### config.mk
export PLATFORM = sky130hd
export DESIGN_NAME = seven_segment_scan_driver
export DESIGN_NICKNAME = d
export VERILOG_FILES = /design/src/rtl/seven_segment_scan_driver.sv
export SDC_FILE = /design/constraint.sdc
export NUM_CORES = 1
export LEC_CHECK = 0
export CORE_ASPECT_RATIO = 0.5
export CORE_MARGIN = 2
export CORE_UTILIZATION = 49
export CTS_CLUSTER_DIAMETER = 100
export DETAILED_ROUTE_END_ITERATION = 7
export PLACE_DENSITY = 0.81
export SLEW_MARGIN = 20
export SYNTH_ARGS = -nofsm -noshare
export SYNTH_HDL_FRONTEND = slang
export SYNTH_SLANG_ARGS = --single-unit
### constraint.sdc
create_clock -name clk -period 2.2 [get_ports clk]
set_clock_uncertainty 0.05 [all_clocks]
set_input_delay 0.22 -clock clk [delete_from_list [all_inputs] [get_ports clk]]
set_output_delay 0.22 -clock clk [all_outputs]
set_load 0.01 [all_outputs]
### src/rtl/seven_segment_scan_driver.sv
// Time-multiplexed driver for an N-digit common-anode seven-segment display.
// One digit is lit per scan slot. Each slot opens with a dead time in which
// every digit is off, so the previous digit's segments cannot ghost onto the
// next one. Inputs are captured once per frame so a display never tears.
module seven_segment_scan_driver #(
  parameter int N_DIGITS = 4,
  parameter int SCAN_DIV = 50000,
  parameter int DEAD_CYC = 500
) (
  input  logic                                            clk,
  input  logic                                            rst,
  input  logic                                            en,
  input  logic [4*N_DIGITS-1:0]                           codes,
  input  logic [N_DIGITS-1:0]                             dps,
  input  logic [N_DIGITS-1:0]                             blank,
  input  logic                                            lzs,
  output logic [6:0]                                      seg,
  output logic                                            dp_n,
  output logic [N_DIGITS-1:0]                             an,
  output logic [(N_DIGITS > 1 ? $clog2(N_DIGITS) : 1)-1:0] digit_idx
);

  localparam int IW = (N_DIGITS > 1) ? $clog2(N_DIGITS) : 1;
  localparam int CW = $clog2(SCAN_DIV);

  logic [CW-1:0]           cnt;
  logic [IW-1:0]           idx;
  logic                    first;
  logic [4*N_DIGITS-1:0]   codesSnap;
  logic [N_DIGITS-1:0]     dpsSnap;
  logic [N_DIGITS-1:0]     blankSnap;
  logic                    lzsSnap;

  logic                    slotEnd;
  logic                    frameEnd;
  logic [N_DIGITS-1:0]     suppress;
  logic                    allZero;
  logic [3:0]              curCode;
  logic                    curDp;
  logic                    curBlank;
  logic                    curSupp;
  logic [N_DIGITS-1:0]     anLit;
  logic                    dark;

  // Glyph ROM, segment order {a,b,c,d,e,f,g}, active-low.
  function automatic logic [6:0] glyph(input logic [3:0] c);
    case (c)
      4'h0:    glyph = 7'b0000001;
      4'h1:    glyph = 7'b1001111;
      4'h2:    glyph = 7'b0010010;
      4'h3:    glyph = 7'b0000110;
      4'h4:    glyph = 7'b1001100;
      4'h5:    glyph = 7'b0100100;
      4'h6:    glyph = 7'b0100000;
      4'h7:    glyph = 7'b0001111;
      4'h8:    glyph = 7'b0000000;
      4'h9:    glyph = 7'b0000100;
      4'hA:    glyph = 7'b1111110;
      4'hB:    glyph = 7'b0011000;
      4'hC:    glyph = 7'b0110001;
      4'hD:    glyph = 7'b1101010;
      4'hE:    glyph = 7'b1000010;
      default: glyph = 7'b1000001;
    endcase
  endfunction

  assign slotEnd   = (cnt == CW'(SCAN_DIV - 1));
  assign frameEnd  = slotEnd && (idx == IW'(N_DIGITS - 1));
  assign digit_idx = idx;

  // Slot timer and digit index; both freeze while the scan is disabled.
  always_ff @(posedge clk or posedge rst) begin
    if (rst) begin
      cnt <= '0;
      idx <= '0;
    end else if (en) begin
      if (slotEnd) begin
        cnt <= '0;
        idx <= (idx == IW'(N_DIGITS - 1)) ? '0 : idx + IW'(1);
      end else begin
        cnt <= cnt + CW'(1);
      end
    end
  end

  // Input capture: once right after reset, then only at frame boundaries.
  always_ff @(posedge clk or posedge rst) begin
    if (rst) begin
      first     <= 1'b1;
      codesSnap <= '0;
      dpsSnap   <= '0;
      blankSnap <= '0;
      lzsSnap   <= 1'b0;
    end else if (en && (first || frameEnd)) begin
      first     <= 1'b0;
      codesSnap <= codes;
      dpsSnap   <= dps;
      blankSnap <= blank;
      lzsSnap   <= lzs;
    end
  end

  // Leading-zero map (scanned from the top digit down), current-digit select
  // and the dark decision for this cycle.
  always_comb begin
    suppress = '0;
    allZero  = 1'b1;
    curCode  = 4'h0;
    curDp    = 1'b0;
    curBlank = 1'b0;
    curSupp  = 1'b0;
    anLit    = '1;
    for (int k = N_DIGITS - 1; k >= 0; k--) begin
      allZero     = allZero & (codesSnap[4*k +: 4] == 4'h0);
      suppress[k] = lzsSnap & allZero & (k != 0);
    end
    for (int k = 0; k < N_DIGITS; k++) begin
      anLit[k] = (idx != IW'(k));
      if (idx == IW'(k)) begin
        curCode  = codesSnap[4*k +: 4];
        curDp    = dpsSnap[k];
        curBlank = blankSnap[k];
        curSupp  = suppress[k];
      end
    end
    dark = !en || (cnt < CW'(DEAD_CYC)) || curBlank || curSupp;
  end

  // Registered pin drivers; dark forces every enable and segment off.
  always_ff @(posedge clk or posedge rst) begin
    if (rst) begin
      seg  <= 7'h7F;
      dp_n <= 1'b1;
      an   <= '1;
    end else if (dark) begin
      seg  <= 7'h7F;
      dp_n <= 1'b1;
      an   <= '1;
    end else begin
      seg  <= glyph(curCode);
      dp_n <= ~curDp;
      an   <= anLit;
    end
  end

endmodule

==> flow_summary.ini <==
[cts]
numCtsBuffers = 5
clockBufferDepth = 2
clock_latency_ns = 0.30
clk_pin_slew_ns = 0.08
root_buffer = clkbuf_16
cts_sinks = 56
h-tree-depth = 2
cts_tree = done
ctsHoldBuffers = 0

[logic_synthesis]
netlist_area_sq_um = 2873
ys_types = 45
synth_seq_cells = 56
yosysWarnings = 0
async_flop_share_pct = 100.0
syn_area_per_cell_sq_um = 11.49
synth-edff-count = 0
synth_cells = 250
synth_top_flop_cell = dfrtp_1
synthesis.nets = 289
synth-seq-area-share_pct = 49.35

[setup_path]
critPathMaxFanout = 5
critPathKind = reg -> reg
r2r_cells = 9
crit_slowest_cell = dfrtp_1
r2r-start = digit_idx[0]
rrSetupSlack_ns = -0.03
cpLargestDelayFamily = simple AND/OR/NAND/NOR gates
critPathMaxStageDelay_ns = 0.44
rr_endpoint = seg[6]
critPathLaunchType = flop
crit_chain = inv_2, ha_4, or2_4, a221o_1, nand2_4, ha_1, nand3_1, and3_1, o21ai_0
crit_path_end_kind = flop
critPathRequiredTime_ns = 2.38
critPathBufInv = 1
arrival_ns = 2.41

[place]
hpwl_microns = 4353
routabilityCongestion = 0.9842
numPortBuffers = 41
dp_cells = 372

[route]
drt_iter0_markers = 107
via_per_inst = 5.830
vias = 2268
drc = 0
routedWlPerCell_microns = 18.47
ant_nets = 0
wirelength_microns = 7184
dr.pass1.iters = 4

[sta]
worst_pin_slew_ns = 0.6047
fmax_mhz = 448.2
setup_viol = 3
min_period_ns = 2.231
rsz0062_at_grt = true
worst_slack_ns = -0.03138
max-slew-margin-rel_pct = 59.68
fin_crit_sh_pct = 101.4
slew_viol_final = 0
hold_viol = 0

[layout]
n_antenna_cell = 0
syn_to_final_growth_pct = 33.41
post-route-util_pct = 68.89
nFillCells = 378
drive_gt1_share_pct = 31.96
fin_nets = 354
stdcell_count = 389

[power_and_ir_drop]
p_per_area_nw_per_um2 = 591.1
p_leak_nw = 1.720
peakVddDrop_v = 0.0003440
p_total_mw = 2.266

[global_route]
antenna_found_initial = 0
grt_pass1_wl_microns = 11140
track_usage_pct = 21.80
grt_max_degree = 57
first_global_vias = 2272
overflow = 0

[floorplanning]
die_x_microns = 112.3
ios = 42
die_area_sq_um = 6528
die_h_microns = 58.14
rows = 19
core_sq_um = 5563
initial_core_util_pct = 51.64

[run_status]
failed_checks = negative setup slack
status = finished with violations

[worst_hold_path]
hold_path.class = in -> async

[run]
max-cap-violations = 0
==> stage by stage <==
step	cell area, sq um	worst slack, ns	TNS [ns]	hold WS [ns]
2_1_floorplan	2903	-0.02294	-0.02294	0.3185
6_report	3832	-0.03138	-0.06377	0.2379
4_1_cts	3711	-0.02051	-0.07118	0.2535
5_1_grt	3832	-0.09572	-0.4090	0.2729
3_5_place_dp	3493	-0.1501	-1.139	0.4368
3_3_place_gp	3493	-0.03465	-0.1841	0.4331
==> layout by cell type (no fill, tap or decap), drive strengths merged, types with 7 or more instances in the layout <==
cell,synthesis,routed
xnor2,9,9
clkbuf,6,7
buf,4,26
dfstp,13,13
clkdlybuf4s50,0,41
nand3,9,9
o21ai,10,10
nand2,17,17
a21oi,7,7
ha,11,11
nor2,19,19
inv,10,10
dfrtp,43,43
nor4,9,9
mux2,25,25
==> power breakdown <==
part / total [mW] / internal (mW) / switching (mW)
clock: 0.797 / 0.427 / 0.371
sequential: 1.17 / 1.10 / 0.0694
combinational: 0.301 / 0.163 / 0.138
total: 2.27 / 1.69 / 0.578
==> cells in the mapped netlist (2+ instances only) <==
master	number	area [sq um]
mux2_4	19	285.3
mux2_2	6	67.56
ha_1	11	137.6
dfstp_2	13	341.6
nand2b_1	4	25.02
and2_1	2	12.51
nor4_1	8	50.05
a221oi_1	3	26.28
nand3_1	9	45.04
xor2_1	6	52.55
nand4_1	5	31.28
a221o_1	4	40.04
buf_6	2	22.52
a211oi_1	6	45.04
clkbuf_1	6	22.52
a21oi_1	7	35.03
nor3_1	5	25.02
o21a_1	2	15.01
nand2_1	17	63.81
inv_1	10	37.54
o21ai_0	10	50.05
dfrtp_1	43	1076
buf_2	2	10.01
xnor2_1	9	78.83
o221ai_1	3	26.28
nor2_1	19	71.32
==> layer usage <==
metal | up-vias | global-route usage, % | wire length (microns) | part of all wire, %
met5 | - | 0 | 0 | 0
met2 | 98 | 38.55 | 3615 | 50
met1 | 1118 | 27.68 | 2926 | 41
met4 | 0 | 6.969 | 170 | 2.4
met3 | 18 | 4.289 | 471 | 6.6
li1 | 1034 | - | - | -
==> registers in the layout (all words and copies together) (netlist names), 2 cells and up <==
name,flops
an,4
blankSnap,4
cnt,16
codesSnap,16
digit_idx,2
dpsSnap,4
seg,7
==> timing repair <==
| item | in CTS | in global routing |
|---|---|---|
| cloned | 1 | 0 |
| setup buffers | 3 | 5 |
| endpoints found under the setup margin | 13 | 24 |
| resized for setup | 13 | 19 |
| pin swaps | 6 | 15 |
==> logic make-up (layout without fill, tap and decap cells) <==
logic type	Yosys count	count (layout)	synth area share, %
mux	26	26	12.63
flops	56	56	49.35
fa+ha+maj	11	11	4.791
simple gates	78	78	14.16
compound gates	44	45	11.28
xor+xnor	15	15	4.573
buf+inv	20	85	3.223
==> worst register-to-register path: cells and delay by family, from the launching register on <==
family	cells	cell delay, ns
simple gates	4	0.75
compound gates	2	0.47
flops	1	0.44
fa+ha+maj	2	0.36
buf+inv	1	0.09
==> worst max path at each step <==
stage | cells past startpoint | slack (ns) | start | endpoint
floorplan | 10 | -0.02 | digit_idx[0] | seg[1]
global placement | 10 | -0.03 | digit_idx[0] | seg[4]
detailed placement | 10 | -0.15 | digit_idx[0] | seg[4]
CTS | 9 | -0.02 | digit_idx[0] | seg[4]
global route | 10 | -0.1 | digit_idx[0] | seg[6]
finish | 9 | -0.03 | digit_idx[0] | seg[6]
==> area by class of cell <==
cell class / instances / area (sq um) / share of cell area, %
clock inverter: 1 / 8.758 / 0.2285
timing repair buffer: 67 / 638.1 / 16.65
multi-input combinational: 175 / 1505 / 39.28
tap: 73 / 91.34 / 2.383
sequential: 56 / 1419 / 37.02
clock buffer: 7 / 132.6 / 3.461
inverter: 10 / 37.54 / 0.9794
Note: power is estimated with default switching activity, not from simulation.
